===== config.mk =====
export PLATFORM = sky130hd
export DESIGN_NAME = key_sequencer
export DESIGN_NICKNAME = d
export VERILOG_FILES = /design/src/rtl/key_sequencer.sv
export SDC_FILE = /design/constraint.sdc
export NUM_CORES = 1
export LEC_CHECK = 0
export BUFFER_PORTS_ARGS = -buffer_cell sky130_fd_sc_hd__buf_2
export CELL_PAD_IN_SITES_DETAIL_PLACEMENT = 1
export CELL_PAD_IN_SITES_GLOBAL_PLACEMENT = 1
export CORE_ASPECT_RATIO = 2
export CORE_UTILIZATION = 41
export CTS_CLUSTER_DIAMETER = 100
export DETAILED_ROUTE_END_ITERATION = 7
export PLACE_DENSITY = 0.86
export SYNTH_ARGS = -nofsm -noshare
export SYNTH_HDL_FRONTEND = slang
export SYNTH_SLANG_ARGS = --single-unit

===== constraint.sdc =====
create_clock -name clk -period 3.4 [get_ports clk]
set_clock_uncertainty 0.2 [all_clocks]
set_input_delay 0.17 -clock clk [delete_from_list [all_inputs] [get_ports clk]]
set_output_delay 0.17 -clock clk [all_outputs]
set_load 0.01 [all_outputs]

===== src/rtl/key_sequencer.sv =====
`timescale 1ns/1ps
`default_nettype none
// ============================================================================
//  Module      : key_sequencer
//  Description : Turns keypad key codes into {A, B, op} arithmetic requests,
//                chains results back into A and drives display/error.
//  Revision    : 1.0 - initial release
// ============================================================================
module key_sequencer #(
    parameter int WIDTH = 16
) (
    input  logic             clk,
    input  logic             rst,
    input  logic [4:0]       i_key_data,
    input  logic             i_key_valid,
    output logic             o_key_ready,
    output logic [WIDTH-1:0] o_op_a,
    output logic [WIDTH-1:0] o_op_b,
    output logic [1:0]       o_op_code,
    output logic             o_op_valid,
    input  logic             i_op_ready,
    input  logic [WIDTH-1:0] i_result,
    input  logic             i_result_valid,
    input  logic             i_result_error,
    output logic [WIDTH-1:0] o_display,
    output logic             o_error
);

    localparam logic [2:0] S_A     = 3'd0;
    localparam logic [2:0] S_OP    = 3'd1;
    localparam logic [2:0] S_B     = 3'd2;
    localparam logic [2:0] S_ISSUE = 3'd3;
    localparam logic [2:0] S_WAIT  = 3'd4;
    localparam logic [2:0] S_ERR   = 3'd5;

    logic [2:0]       r_state, w_state_nx;
    logic [WIDTH-1:0] r_a, w_a_nx;
    logic [WIDTH-1:0] r_b, w_b_nx;
    logic [1:0]       r_op, w_op_nx;
    logic [1:0]       r_next_op, w_next_op_nx;
    logic             r_chain, w_chain_nx;
    logic             r_a_is_result, w_a_is_result_nx;
    logic [WIDTH-1:0] r_display, w_display_nx;
    logic             r_error;
    logic             r_op_valid;

    logic             w_fire;
    logic             w_is_digit;
    logic             w_is_ac;
    logic             w_is_arith;
    logic             w_is_eq;
    logic [WIDTH-1:0] w_digit;
    logic [1:0]       w_fop;

    assign o_key_ready = (r_state != S_ISSUE) && (r_state != S_WAIT);
    assign w_fire      = i_key_valid && o_key_ready;
    assign w_is_digit  = ~i_key_data[4];
    assign w_is_ac     = (i_key_data[4:3] == 2'b10) && (i_key_data[2:0] == 3'd0);
    assign w_is_arith  = (i_key_data[4:3] == 2'b10) && (i_key_data[2:0] >= 3'd1)
                         && (i_key_data[2:0] <= 3'd4);
    assign w_is_eq     = (i_key_data[4:3] == 2'b10) && (i_key_data[2:0] == 3'd5);
    assign w_digit     = {{(WIDTH-4){1'b0}}, i_key_data[3:0]};
    // Function codes 1..4 map onto op codes 0..3; code 4 wraps to 3 in 2 bits.
    assign w_fop       = i_key_data[1:0] - 2'd1;

    // Shift a digit in only while the top nibble is empty; otherwise drop it.
    function automatic logic [WIDTH-1:0] f_append(input logic [WIDTH-1:0] acc,
                                                  input logic [3:0] d);
        if (acc[WIDTH-1:WIDTH-4] == 4'd0)
            f_append = {acc[WIDTH-5:0], d};
        else
            f_append = acc;
    endfunction

    always_comb begin
        w_state_nx       = r_state;
        w_a_nx           = r_a;
        w_b_nx           = r_b;
        w_op_nx          = r_op;
        w_next_op_nx     = r_next_op;
        w_chain_nx       = r_chain;
        w_a_is_result_nx = r_a_is_result;
        w_display_nx     = '0;

        case (r_state)
            S_A: begin
                if (w_fire && w_is_digit) begin
                    if (r_a_is_result) begin
                        w_a_nx           = w_digit;
                        w_a_is_result_nx = 1'b0;
                    end else begin
                        w_a_nx = f_append(r_a, i_key_data[3:0]);
                    end
                end else if (w_fire && w_is_arith) begin
                    w_op_nx          = w_fop;
                    w_a_is_result_nx = 1'b0;
                    w_state_nx       = S_OP;
                end
            end
            S_OP: begin
                if (w_fire && w_is_digit) begin
                    w_b_nx     = w_digit;
                    w_state_nx = S_B;
                end else if (w_fire && w_is_arith) begin
                    w_op_nx = w_fop;
                end
            end
            S_B: begin
                if (w_fire && w_is_digit) begin
                    w_b_nx = f_append(r_b, i_key_data[3:0]);
                end else if (w_fire && w_is_arith) begin
                    w_next_op_nx = w_fop;
                    w_chain_nx   = 1'b1;
                    w_state_nx   = S_ISSUE;
                end else if (w_fire && w_is_eq) begin
                    w_chain_nx = 1'b0;
                    w_state_nx = S_ISSUE;
                end
            end
            S_ISSUE: begin
                if (i_op_ready)
                    w_state_nx = S_WAIT;
            end
            S_WAIT: begin
                if (i_result_valid) begin
                    if (i_result_error) begin
                        w_state_nx = S_ERR;
                    end else begin
                        w_a_nx = i_result;
                        w_b_nx = '0;
                        if (r_chain) begin
                            w_op_nx    = r_next_op;
                            w_state_nx = S_OP;
                        end else begin
                            w_a_is_result_nx = 1'b1;
                            w_state_nx       = S_A;
                        end
                    end
                end
            end
            S_ERR: ;
            default: w_state_nx = S_A;
        endcase

        // AC wins in every state that accepts keys, including S_ERR.
        if (w_fire && w_is_ac) begin
            w_a_nx           = '0;
            w_b_nx           = '0;
            w_op_nx          = 2'd0;
            w_next_op_nx     = 2'd0;
            w_a_is_result_nx = 1'b0;
            w_state_nx       = S_A;
        end

        case (w_state_nx)
            S_A, S_OP:              w_display_nx = w_a_nx;
            S_B, S_ISSUE, S_WAIT:   w_display_nx = w_b_nx;
            default:                w_display_nx = '0;
        endcase
    end

    always_ff @(posedge clk) begin
        if (rst) begin
            r_state       <= S_A;
            r_a           <= '0;
            r_b           <= '0;
            r_op          <= 2'd0;
            r_next_op     <= 2'd0;
            r_chain       <= 1'b0;
            r_a_is_result <= 1'b0;
            r_display     <= '0;
            r_error       <= 1'b0;
            r_op_valid    <= 1'b0;
        end else begin
            r_state       <= w_state_nx;
            r_a           <= w_a_nx;
            r_b           <= w_b_nx;
            r_op          <= w_op_nx;
            r_next_op     <= w_next_op_nx;
            r_chain       <= w_chain_nx;
            r_a_is_result <= w_a_is_result_nx;
            r_display     <= w_display_nx;
            r_error       <= (w_state_nx == S_ERR);
            r_op_valid    <= (w_state_nx == S_ISSUE);
        end
    end

    assign o_op_a     = r_a;
    assign o_op_b     = r_b;
    assign o_op_code  = r_op;
    assign o_op_valid = r_op_valid;
    assign o_display  = r_display;
    assign o_error    = r_error;

endmodule
`default_nettype wire


* Word-level counts from Yosys, hierarchy flattened *
Index checks and enable logic that the tools add are counted.

cells by class
  order comparisons = 2
  muxes and demuxes = 41
  eq/ne operators = 21
  bitwise logic cells = 2
  $add $sub $neg = 1
  reduce and logical (&&, ||, !) cells = 26

operator list
  cell                                                    count
  two-way mux 16 bit                                      12
  one-hot mux 16 bit (2 select lines)                     2
  one-hot mux 16 bit (3 select lines)                     1
  two-way mux 3 bit                                       10
  one-hot mux 3 bit (6 select lines)                      1
  equality test 3 bit (second input constant)             5
  equality test 3 x 2 -> 1 bit (second input constant)    4
  logical AND 1 bit                                       10
  two-way mux 2 bit                                       5
  inequality test 2 bit (second input constant)           5
  logical NOT 3 bit                                       3
  logical NOT 4 bit                                       2
  two-way mux 1 bit                                       8
  equality test 3 x 1 -> 1 bit (second input constant)    2
  inequality test 3 bit (second input constant)           2
  AND reduction 3 bit                                     2
  AND reduction 6 bit                                     1
  nonzero test 2 bit                                      3
  OR reduction 2 bit                                      3
  AND reduction 5 bit                                     1
  one-hot mux 2 bit (2 select lines)                      1
  >= comparator 3 x 1 -> 1 bit (second input constant)    1
  <= comparator 3 bit (second input constant)             1
  inequality test 3 x 2 -> 1 bit (second input constant)  1
  6 further kinds                                         7

word-level totals
  output and inout bits = 53
  bits in registers = 59
  input bits = 27
  logic and storage cells = 103

* Logic depth before layout (Yosys ltp) *
Gate-level depths: netlist of run 1.

  word-level depth = 12
  gate-level depth with buffers = 9
  depth with buffers taken out = 8

* Worst setup path before layout of run 1 *
OpenSTA, ideal clock, no wires.

  kind = flip-flop to flip-flop
  start point = register r_state[1]
  end point = register r_display[10], in the netlist o_display[10]
  data required time = 3.070 ns
  clock period less this slack = 2.113 ns
  library setup time = 0.130 ns
  path slack = 1.287 ns
  buffers on the path = 3
  stages on the path, launching flop included = 10
  arrival = 1.783 ns
  cell sequence = dfxtp_1 > buf_6 > or3b_1 > buf_6 > and4_1 > buf_2 > nand3_1 > a21oi_1 > a221oi_1 > o22ai_1

between the ends
  longest elaborated chain between the ends = 12
  elaborated cells on any way between the ends = 39
  those cells by class = 11 x eq/ne; 18 x mux; 10 x reduce/logical

RTL lines
  what                                                                            line  RTL
  start, declared                                                                 36    logic [2:0] r_state, w_state_nx;
  start signal, assigned                                                          175   r_state <= w_state_nx;
  inequality test 3 x 2 -> 1 bit / inequality test 3 bit (equally long branches)  55    assign o_key_ready = (r_state != S_ISSUE) && (r_state != S_WAIT);
  logical AND 1 bit                                                               55
  logical AND 1 bit                                                               56    assign w_fire = i_key_valid && o_key_ready;
  logical AND 1 bit                                                               115   end else if (w_fire && w_is_eq) begin
  two-way mux 3 bit                                                               115
  two-way mux 3 bit                                                               111   end else if (w_fire && w_is_arith) begin
  two-way mux 3 bit                                                               109   if (w_fire && w_is_digit) begin
  one-hot mux 3 bit (6 select lines)                                              85    case (r_state)
  two-way mux 3 bit                                                               146   if (w_fire && w_is_ac) begin
  equality test 3 x 2 -> 1 bit (tied with other cells)                            155   case (w_state_nx)
  OR reduction 3 bit / OR reduction 2 bit (equally long branches)                 155
  one-hot mux 16 bit (2 select lines) (*)                                         155
  end signal, assigned                                                            182   r_display <= w_display_nx;
  end, declared                                                                   43    logic [WIDTH-1:0] r_display, w_display_nx;

Mark *: on every way between the ends. The rest lies on a longest branch, timed or not.
A chain may end at the register's enable or synchronous reset.

* Worst setup path in the final report of run 1 *
  start point = register r_state[2]
  end point = register r_display[5], in the netlist o_display[5]

The elaborated chain is that of the path after synthesis.

==> impl_metrics.env, run 1 <==
export IMPL_timing_fmax_mhz=336
export IMPL_cap_violations=0
export IMPL_vdd_drop_max_mv=0.323
export IMPL_run_status="finished clean"
export IMPL_antenna_left=0
export IMPL_clkPwrFrac_pct=47.9
export IMPL_layout_setup_ws_ns=0.420
export IMPL_tightest_slew_ns=0.649
export IMPL_grt_first_pass_wirelength_um=16900
export IMPL_min_period_ns=2.98
export IMPL_place_inst=493
export IMPL_syn_area_per_cell_um2=8.33
export IMPL_async_flop_share_pct=0
export IMPL_num_io_pins=80
export IMPL_numPortBuffers=79
export IMPL_setup_viol=0
export IMPL_yosysUniqueCellTypes=50
export IMPL_critPathMaxFanout=22
export IMPL_drt_iter0_markers=176
export IMPL_nets=449
export IMPL_drive_above_1_share_pct=25.6
export IMPL_finalSetupTns_ns=0
export IMPL_core_area_um2=6670
export IMPL_clkSinkCount=59
export IMPL_netlist_area_um2=2860
export IMPL_wl_per_cell_um=21.0
export IMPL_holdWs_ns=0.0443
export IMPL_crit_chain="buf_4 > nand3b_1 > nand4_1 > nand2_1 > a21oi_1 > a221oi_1 > o22ai_1"
export IMPL_numCtsBuffers=9
export IMPL_hpwl_um=7920
export IMPL_netlist_area_leader_share_pct=41.3
export IMPL_clkTransAtPathRegs_ns=0.05
export IMPL_p_comb_share_pct=9.6
export IMPL_fp_row_count=42
export IMPL_initial_core_util_pct=42.8
export IMPL_tritoncts="done"
export IMPL_power_leakage_nw=1.52
export IMPL_slew_violations=0
export IMPL_period_share_pct=87.6
export IMPL_post_cts_buffers=0
export IMPL_grt_pass1_vias=3245
export IMPL_hp_class="input port to flip-flop"
export IMPL_clk_path_buf_depth=2
export IMPL_slowest_stage="dfxtp_1"
export IMPL_clkLatencyLatePin_ns=0.34
export IMPL_synth_cells=343
export IMPL_switching_share_pct=25.8
export IMPL_internal_power_w=0.00126
export IMPL_power_frac_seq_pct=42.4
export IMPL_p_per_area_nw_per_um2=471
export IMPL_place_congestion=0.986
export IMPL_cp_start_kind="flip-flop"
export IMPL_grt_max_degree=23
export IMPL_synth_edff_count=0
export IMPL_yosysWarnings=0
export IMPL_via_per_inst=6.10
export IMPL_firstDrtPassIters=4
export IMPL_vias=3127
export IMPL_htreeDepth=3
export IMPL_die_y_um=120
export IMPL_worstPathRequired_ns=3.39
export IMPL_path_class="flip-flop to flip-flop"
export IMPL_worstPathArrival_ns=2.97
export IMPL_switchingPower_w=0.000438
export IMPL_cts_root_buf="clkbuf_16"
export IMPL_grt_overflow_total=0
export IMPL_worst_path_buf_inv=1
export IMPL_grt_usage_pct=32.0
export IMPL_power_total_w=0.00169
export IMPL_fin_cells=513
export IMPL_synthesis_nets=372
export IMPL_synth_ff_type="dfxtp_1"
export IMPL_synth_area_leaders="dfxtp_1, nor2_1, a22oi_1, o22ai_1, a21oi_1"
export IMPL_area_growth_pct=25.8
export IMPL_drc=0
export IMPL_routed_wl_um=10800
export IMPL_rsz0062_at_grt="false"
export IMPL_critical_path_top_delay_family="compound AO/OA/AOI/OAI gates"
export IMPL_pre_cts_ws_ns=0.553
export IMPL_antenna_found_initial=0
export IMPL_synth_seq_cells=59
export IMPL_max_stage_delay_ns=0.66
export IMPL_synth_largest_area_cell="dfxtp_1"
export IMPL_ys_seq_area_share_pct=41.3
export IMPL_diodes=0
export IMPL_max_slew_margin_pct=56.7
export IMPL_die_area_um2=7320
export IMPL_die_x_um=61.0
export IMPL_critPathCaptureType="flip-flop"
export IMPL_finalHoldViolCount=0
## metrics by stage
stage	utilization (%)	instance area [um^2]
CTS	53.8	3590
floorplan	-	2860
detailed placement	49.3	3290
finish	53.8	3590
global route	53.8	3590
global placement	49.3	3290
## layer usage
metal  routed length (um)  share of wire, %  vias to the layer above  GRT usage, %
li1                     -                 -                     1428             -
met1                 3840                36                     1529          33.4
met2                 5830                54                      129          54.4
met3                  483               4.5                       41          7.00
met4                  615               5.7                        0          20.9
met5                    0                 0                        -             0
## placed cells by master, fill, tap and decap left out, types with 2 or more instances in the layout
cell type | Yosys | routed
a32oi_1 | 3 | 3
or2_2 | 4 | 4
clkinvlp_4 | 0 | 2
a21oi_1 | 19 | 19
o21ba_2 | 3 | 3
clkbuf_1 | 13 | 2
a31oi_1 | 2 | 2
nand3b_1 | 3 | 3
a221o_1 | 2 | 2
nor3b_1 | 3 | 3
a22o_1 | 8 | 8
inv_1 | 11 | 11
ha_1 | 2 | 2
dfxtp_1 | 59 | 59
a211o_1 | 5 | 5
nand2b_1 | 6 | 6
a211oi_1 | 6 | 6
nand3_1 | 19 | 19
nor2_1 | 47 | 47
nand4_1 | 2 | 2
a221oi_1 | 9 | 9
buf_2 | 5 | 79
a22oi_1 | 17 | 17
nor2b_1 | 7 | 7
o211ai_1 | 2 | 2
clkinv_2 | 0 | 3
clkbuf_16 | 0 | 9
nor4_1 | 2 | 2
o22ai_1 | 17 | 17
or3_1 | 2 | 2
o21ai_0 | 8 | 8
and3b_1 | 3 | 3
nor3_1 | 5 | 5
dlygate4sd3_1 | 0 | 4
o2111ai_1 | 3 | 3
buf_4 | 1 | 5
nand2_1 | 24 | 24
and2_1 | 4 | 4
## cell usage after synthesis (5+ instances only)
cell type	instances
dfxtp_1	59
nand2_1	24
a22o_1	8
a211oi_1	6
o21ai_0	8
nand3_1	19
nor2b_1	7
a211o_1	5
a22oi_1	17
o22ai_1	17
clkbuf_1	13
a21oi_1	19
nor2_1	47
nand2b_1	6
inv_1	11
nor3_1	5
a221oi_1	9
buf_2	5
## worst min-delay path, delay by kind of cell
| kind | cells | cell delay, ns |
|---|---|---|
| buf+inv | 1 | 0.09 |
| compound gates | 2 | 0.27 |
## cells by family after synthesis
group / share of synthesized area, %
flip-flops: 41.3
AO/OA/AOI/OAI: 27.6
AND/OR/NAND/NOR: 24.5
adder cells (fa/ha/maj): 0.876
buffers and inverters: 5.26
multiplexers: 0.394
## final timing paths
path / from / end / slack [ns] / depth (start not counted)
hold / removal: i_result[15] / o_op_a[15]$_SDFF_PP0_ / 0.04 / 3
setup reg to reg: r_state[2]$_SDFF_PP0_ / o_display[5]$_SDFF_PP0_ / 0.42 / 7
setup / recovery: r_state[2]$_SDFF_PP0_ / o_display[5]$_SDFF_PP0_ / 0.42 / 7
hold reg to reg: o_op_code[1]$_SDFFE_PP0P_ / o_op_code[1]$_SDFFE_PP0P_ / 0.30 / 2
## layout make-up
class | instances | area [um^2]
Clock buffer | 11 | 233
Multi-Input combinational cell | 251 | 1530
Tap cell | 88 | 110
Fill cell | 834 | 3080
Timing Repair Buffer | 88 | 473
Clock inverter | 5 | 30.0
Sequential cell | 59 | 1180
Inverter | 11 | 41.3
## flip-flops by register name, indices dropped and copies added, names as in the netlist
register and cells:
o_op_code 2, r_a_is_result 1, o_op_valid 1, o_op_a 16, r_next_op 2, o_error 1, r_state 3, o_op_b 16
r_chain 1, o_display 16
## power groups by stage
| stage | Combinational [W] | Sequential [W] | Clock [W] |
|---|---|---|---|
| final | 0.000163 | 0.000718 | 0.000812 |
| after global routing | 0.000176 | 0.000719 | 0.000851 |
| after CTS | 0.000162 | 0.000718 | 0.000818 |
| after detailed placement | 0.000156 | 0.000732 | 0 |
| after global placement | 0.000154 | 0.000732 | 0 |
| after floorplan | 0.0000874 | 0.000733 | 0 |
## what timing repair did
item / CTS / global route
endpoints found under the hold margin: 9 / 0
resized for setup: 0 / 0
hold buffers: 4 / 0
Power figures use the tool's default switching activity.
==> run 2: changes to the inputs <==
==> constraint.sdc (replaced) <==
create_clock -name clk -period 3.85 [get_ports clk]
set_clock_uncertainty 0.2 [all_clocks]
set_input_delay 0.1925 -clock clk [delete_from_list [all_inputs] [get_ports clk]]
set_output_delay 0.1925 -clock clk [all_outputs]
set_load 0.01 [all_outputs]
==> impl_metrics.env, run 2 (synthesis gave the netlist of run 1 again) <==
export IMPL_core_area_um2=6670
export IMPL_via_per_inst=6.08
export IMPL_nets=447
export IMPL_critPathCaptureType="flip-flop"
export IMPL_rsz0062_at_grt="false"
export IMPL_grt_usage_pct=32.6
export IMPL_reg2reg_depth=6
export IMPL_layout_common_cells="buf_2, dfxtp_1, nor2_1, nand2_1"
export IMPL_period_share_pct=81.7
export IMPL_worstPathArrival_ns=3.13
export IMPL_min_path_cells=3
export IMPL_routed_wl_um=10900
export IMPL_firstDrtPassIters=4
export IMPL_layout_commonest_cell="buf_2"
export IMPL_drc=0
export IMPL_fp_row_count=42
export IMPL_p_per_area_nw_per_um2=418
export IMPL_path_class="flip-flop to flip-flop"
export IMPL_antenna_found_initial=0
export IMPL_grt_max_degree=27
export IMPL_drt_iter0_markers=176
export IMPL_cts_resized=0
export IMPL_clkTransAtPathRegs_ns=0.05
export IMPL_drive_above_1_share_pct=25.8
export IMPL_min_period_ns=3.15
export IMPL_finalHoldViolCount=0
export IMPL_numCtsBuffers=9
export IMPL_pre_cts_ws_ns=0.827
export IMPL_power_leakage_nw=1.52
export IMPL_run_status="finished clean"
export IMPL_worstPathRequired_ns=3.84
export IMPL_critPathMaxFanout=25
export IMPL_hpwl_um=8140
export IMPL_grt_first_pass_wirelength_um=17200
export IMPL_cts_root_buf="clkbuf_16"
export IMPL_die_area_um2=7320
export IMPL_initial_core_util_pct=42.8
export IMPL_num_io_pins=80
export IMPL_fillCellCount=848
export IMPL_cp_start_kind="flip-flop"
export IMPL_max_slew_margin_pct=29.0
export IMPL_wl_per_cell_um=21.3
export IMPL_htreeDepth=3
export IMPL_layout_setup_ws_ns=0.703
export IMPL_vias=3103
export IMPL_grt_pass1_vias=3295
export IMPL_die_x_um=61.0
export IMPL_diodes=0
export IMPL_area_growth_pct=25.4
export IMPL_tritoncts="done"
export IMPL_cap_violations=0
export IMPL_vdd_drop_max_mv=0.323
export IMPL_place_congestion=0.956
export IMPL_finalSetupTns_ns=0
export IMPL_setup_viol=0
export IMPL_clk_path_buf_depth=2
export IMPL_die_y_um=120
export IMPL_tightest_slew_ns=1.06
export IMPL_slew_violations=0
export IMPL_hp_class="input port to flip-flop"
export IMPL_antenna_left=0
export IMPL_clkSinkCount=59
export IMPL_grt_overflow_total=0
export IMPL_timing_fmax_mhz=318
export IMPL_clkLatencyLatePin_ns=0.33
export IMPL_numPortBuffers=79
-- run 2: final timing paths --
path	startpoint	end	slack, ns
worst max-delay path	r_state[2]$_SDFF_PP0_	o_display[5]$_SDFF_PP0_	0.70
worst min-delay path	i_key_data[3]	o_op_b[3]$_SDFF_PP0_	0.02
worst max register to register	r_state[2]$_SDFF_PP0_	o_display[5]$_SDFF_PP0_	0.70
worst min register to register	o_op_code[1]$_SDFFE_PP0P_	o_op_code[1]$_SDFFE_PP0P_	0.29
-- run 2: through the flow --
step	total power, W	cells	utilization (%)	hold WS (ns)	area, um^2
after CTS	0.00151	510	53.7	0.00663	3580
after global routing	0.00155	510	53.7	0.0208	3580
final	0.00150	510	53.7	0.0156	3580
after detailed placement	0.000783	492	49.2	0.290	3280
after global placement	0.000781	492	49.2	0.261	3280
after floorplan	0.000724	343	-	0.151	2860
-- run 2: power breakdown --
| part | total, W | leakage, nW | switching (W) | internal [W] |
|---|---|---|---|---|
| registers | 0.000634 | 0.477 | 0.0000113 | 0.000623 |
| logic | 0.000142 | 0.914 | 0.0000885 | 0.0000535 |
| clock network | 0.000722 | 0.130 | 0.000278 | 0.000444 |
| total | 0.00150 | 1.52 | 0.000378 | 0.00112 |
-- run 2: metal layers --
layer  track usage [%]  share of wire [%]  wire [um]  up-vias
met2              54.5                 54       5840      124
met1              33.5                 35       3770     1497
li1                  -                  -          -     1425
met3              6.79                4.4        473       57
met4              24.3                7.2        783        0
met5                 0                  0          0        -
-- run 2: layout make-up --
| cell class | instances | area (um^2) | area share [%] |
|---|---|---|---|
| Tap cell | 88 | 110 | 3.07 |
| Inverter | 11 | 41.3 | 1.15 |
| Clock inverter | 5 | 30.0 | 0.838 |
| Timing Repair Buffer | 86 | 455 | 12.7 |
| Clock buffer | 10 | 239 | 6.67 |
| Sequential cell | 59 | 1180 | 33.0 |
| Multi-Input combinational cell | 251 | 1530 | 42.6 |
-- run 2: critical path, cell delays in order, from the launching register on --
cell      delay, ns
dfxtp_1        0.88
or3b_1         0.56
and4_1         0.37
nand3_1        0.14
a21oi_1        0.08
a221oi_1       0.56
o22ai_1        0.19
-- run 2: what timing repair did --
action,CTS,global route
hold buffers,3,0
endpoints found under the hold margin,4,0
buffers inserted,0,0
